### src/rtl/sys_mem_resp.sv
// sys_mem_resp: single-port 16-bit memory with fixed-latency reads; ports Clk1/Reset, Addr/RD/WR/DataIn in, DataOut/Valid/Busy/Err out
module sys_mem_resp #(
  parameter int DEPTH_LOG2 = 8,
  parameter int READ_LAT   = 2
) (
  input  logic        Clk1,
  input  logic        Reset,
  input  logic [15:0] Addr,
  input  logic        RD,
  input  logic        WR,
  input  logic [15:0] DataIn,
  output logic [15:0] DataOut,
  output logic        Valid,
  output logic        Busy,
  output logic        Err
);
  localparam logic [0:0] IDLE   = 1'b0;
  localparam logic [0:0] RWAIT  = 1'b1;
  localparam logic [3:0] LAT_M1 = 4'(READ_LAT - 1);
  logic [0:0]  r_state;
  logic [3:0]  r_cnt;
  logic [15:0] r_addr;
  logic [15:0] r_dout;
  logic        r_valid;
  logic        r_err;
  logic [15:0] r_mem [0:(1 << DEPTH_LOG2) - 1];
  logic        w_idle;
  logic        w_in_range;
  logic        w_lat_in_range;
  logic        w_rd_acc;
  logic        w_wr_acc;
  logic        w_done;
  assign w_idle         = r_state == IDLE;
  assign w_in_range     = (Addr >> DEPTH_LOG2) == 16'd0;
  assign w_lat_in_range = (r_addr >> DEPTH_LOG2) == 16'd0;
  assign w_rd_acc       = w_idle && RD && !WR;
  assign w_wr_acc       = w_idle && WR && !RD && w_in_range;
  assign w_done         = !w_idle && r_cnt == 4'd0;
  assign DataOut        = r_dout;
  assign Valid          = r_valid;
  assign Err            = r_err;
  assign Busy           = r_state == RWAIT;
  always_ff @(posedge Clk1)
    if (!Reset && w_wr_acc) r_mem[Addr[DEPTH_LOG2-1:0]] <= DataIn;
  always_ff @(posedge Clk1) begin
    if (Reset) begin
      r_state <= IDLE;
      r_cnt   <= 4'd0;
      r_addr  <= 16'd0;
      r_dout  <= 16'd0;
      r_valid <= 1'b0;
      r_err   <= 1'b0;
    end else begin
      r_valid <= w_done;
      r_err   <= w_idle ? (RD && WR) || (WR && !RD && !w_in_range)
                        : RD || WR || (w_done && !w_lat_in_range);
      if (w_rd_acc) begin
        r_state <= RWAIT;
        r_cnt   <= LAT_M1;
        r_addr  <= Addr;
      end else if (w_done) begin
        r_state <= IDLE;
        r_dout  <= w_lat_in_range ? r_mem[r_addr[DEPTH_LOG2-1:0]] : 16'h0000;
      end else if (!w_idle) begin
        r_cnt <= r_cnt - 4'd1;
      end
    end
  end
endmodule

### config.mk
export PLATFORM = sky130hd
export DESIGN_NAME = sys_mem_resp
export DESIGN_NICKNAME = d
export VERILOG_FILES = /design/src/rtl/sys_mem_resp.sv
export SDC_FILE = /design/constraint.sdc
export NUM_CORES = 2
export LEC_CHECK = 0
export CAP_MARGIN = 20
export CORE_MARGIN = 5
export CORE_UTILIZATION = 45
export DETAILED_ROUTE_END_ITERATION = 10
export PLACE_DENSITY_LB_ADDON = 0.05
export SYNTH_ARGS = -nofsm -noshare
export SYNTH_HDL_FRONTEND = slang
export SYNTH_SLANG_ARGS = --single-unit
export TNS_END_PERCENT = 50
### constraint.sdc
create_clock -name Clk1 -period 5.11 [get_ports Clk1]
set_input_delay 1.2775 -clock Clk1 [delete_from_list [all_inputs] [get_ports Clk1]]
set_output_delay 1.2775 -clock Clk1 [all_outputs]
set_load 0.01 [all_outputs]
==> flow_summary.json <==
{
  "port_buffers": 54,
  "synth_fp_nets": 7325,
  "post-cts-setup-buffer-count": 0,
  "period_share_pct": 92.1,
  "drv_slew": 0,
  "slew_headroom_pct": 14.1,
  "clock_latency_ns": 0.99,
  "p_leak_uw": 0.0566,
  "finalSetupViolCount": 0,
  "yosysUniqueCellTypes": 80,
  "fin_crit_ns": 4.71,
  "syn_area_um2": 159000,
  "cts_buffers": 436,
  "setup_ws_ns": 0.403,
  "overflow": 0,
  "ys.warnings.count": 0,
  "cts_resized": 0,
  "total_power_uw": 71600,
  "rows": 218,
  "track_usage_pct": 27.7,
  "synthArstFlopShare_pct": 0,
  "die_area_um2": 365000,
  "io_pins": 55,
  "pre_cts_ws_ns": 0.191,
  "crit_path_start_kind": "register",
  "drtAntennaViolNets": 0,
  "synth-seq-cells": 4143,
  "die_w_um": 604,
  "ys_seq_area_share_pct": 78.0,
  "ctsHoldBuffers": 0,
  "crit_arrival_ns": 5.56,
  "drt_pass1_iterations": 5,
  "setup_tns_ns": 0,
  "p_per_area_nw_per_um2": 386,
  "cts_max_level": 5,
  "cts_tree": "built",
  "grt_max_degree": 113,
  "grt_pass1_wl_um": 696000,
  "wl_um": 511000,
  "avgSynthCellArea_um2": 21.8,
  "dpl.cell_count": 12400,
  "ir_drop_v": 0.000296,
  "clock_sinks": 4143,
  "gp_congestion": 0.873,
  "drtIter0Drc": 10600,
  "syn2layout_area_growth_pct": 16.6,
  "drc_errors": 0,
  "nets": 8132,
  "wire_per_inst_um": 38.7,
  "worst_slew_pin_slew_ns": 1.29,
  "vias_per_cell": 6.20,
  "r2r_slack_ns": 0.40,
  "mostFrequentLayoutCells": "edfxtp_1 (4096), mux4_2 (935), buf_4 (505), clkbuf_16 (445), buf_12 (220)",
  "hold_viol_final": 0,
  "syn_inst": 7287,
  "clk_pin_slew_worst_paths_ns": 0.06,
  "synthFlopType": "edfxtp_1",
  "drive_gt1_share_pct": 29.6,
  "num_vias": 81800,
  "dp.final_hpwl_um": 324000,
  "drv_cap": 0,
  "synth_edf_count": 4096,
  "worstSetupPathType": "register to register",
  "rsz0062_at_grt": "no",
  "start_util_pct": 45.1,
  "final_common_cell": "edfxtp_1",
  "cp-end-kind": "register",
  "fmax_mhz": 212,
  "status": "finished, final reports clean",
  "hp-class": "register to register",
  "cp_max_fo": 30,
  "final_cells": 13200,
  "core_um2": 352000,
  "grt_pass1_vias": 80900,
  "die_h_um": 604,
  "worstPathRequired_ns": 5.97,
  "antenna_found_initial": 34,
  "skew_ns": 0.0418,
  "clockBufferDepth": 4,
  "cts_root_buf": "clkbuf_16",
  "hold_ws_ns": 0.462
}
-- metrics by stage --
stage	util, %	area (um2)
floorplan	-	159000
global placement	48.7	172000
detailed placement	48.7	172000
CTS	52.6	185000
global route	52.6	185000
finish	52.6	185000
-- synthesized netlist by cell type, drive strengths merged, types with 4 or more instances --
master	count	area share, %
a22o	20	0.11
mux4	945	13
edfxtp	4096	77
a311oi	4	0.022
a31oi	26	0.10
o32ai	8	0.044
a2111oi	20	0.12
a221oi	27	0.15
a21oi	101	0.32
o2111ai	5	0.028
a32oi	6	0.033
a22oi	113	0.53
or2	6	0.024
and2	23	0.091
and3	6	0.024
nor3	56	0.18
nor2b	27	0.11
nand4	24	0.094
o221ai	46	0.25
o22ai	150	0.59
or3b	4	0.024
nand3	68	0.21
o211ai	13	0.061
inv	11	0.026
mux2i	204	1.3
o21ai	53	0.17
clkbuf	136	0.32
dfxtp	47	0.59
nor3b	4	0.019
nor4	32	0.13
mux2	30	0.21
nand2b	11	0.043
buf	278	1.3
or4	11	0.052
nor2	358	0.85
nand2	221	0.52
a211oi	43	0.20
or3	10	0.039
o41ai	4	0.022
-- state kept, by name, summed over array words and instances (netlist names), named ones only --
signal / cells
r_addr: 16
DataOut: 16
Valid: 1
Busy: 1
r_mem: 4096
r_cnt: 4
Err: 1
-- worst paths after layout --
check,cells past startpoint,to,startpoint
min reg2reg,2,register,r_addr[2]
max reg2reg,9,DataOut[11],register
max,9,DataOut[11],register
min,2,register,r_addr[2]
-- metal layers --
layer | part of all wire (%) | global-route usage (%) | vias to the layer above
li1 | - | - | 32500
met3 | 8.3 | 5.08 | 683
met5 | 0.016 | 0 | -
met2 | 47 | 43.5 | 3985
met1 | 41 | 40.0 | 44600
met4 | 3.3 | 8.06 | 12
-- worst max-delay path, cell delays in order (launching register included) --
cell       delay, ns
dfxtp_4         0.95
buf_12          0.28
buf_12          0.23
buf_12          0.18
mux4_2          0.52
mux2i_1         0.51
o2111ai_1       0.41
o211ai_1        1.03
a211oi_1        0.20
a21o_1          0.21
-- final cells by class --
class / instances / area (um2)
timing repair buffer: 783 / 8840
inverter: 11 / 47.5
fill: 27500 / 167000
clock buffer: 573 / 11700
multi-input combinational: 2719 / 32800
clock inverter: 217 / 1870
antenna: 17 / 42.5
tap: 4730 / 5920
sequential: 4143 / 124000
-- where the power goes --
group	leakage [uW]	internal (uW)	switching, uW
combinational	0.0128	1080	2460
sequential	0.0372	37300	72.6
clock	0.00665	17500	13000
-- logic make-up after synthesis --
group | count (synthesis) | synth area share, %
multiplexers | 1179 | 14.9
AND/OR/NAND/NOR | 876 | 2.50
flip-flops | 4143 | 78.0
AO/OA/AOI/OAI | 660 | 2.87
adder cells (fa/ha/maj) | 2 | 0.0157
buffers and inverters | 425 | 1.69
XOR/XNOR | 2 | 0.0110
Note: power is estimated with default switching activity, not from simulation.
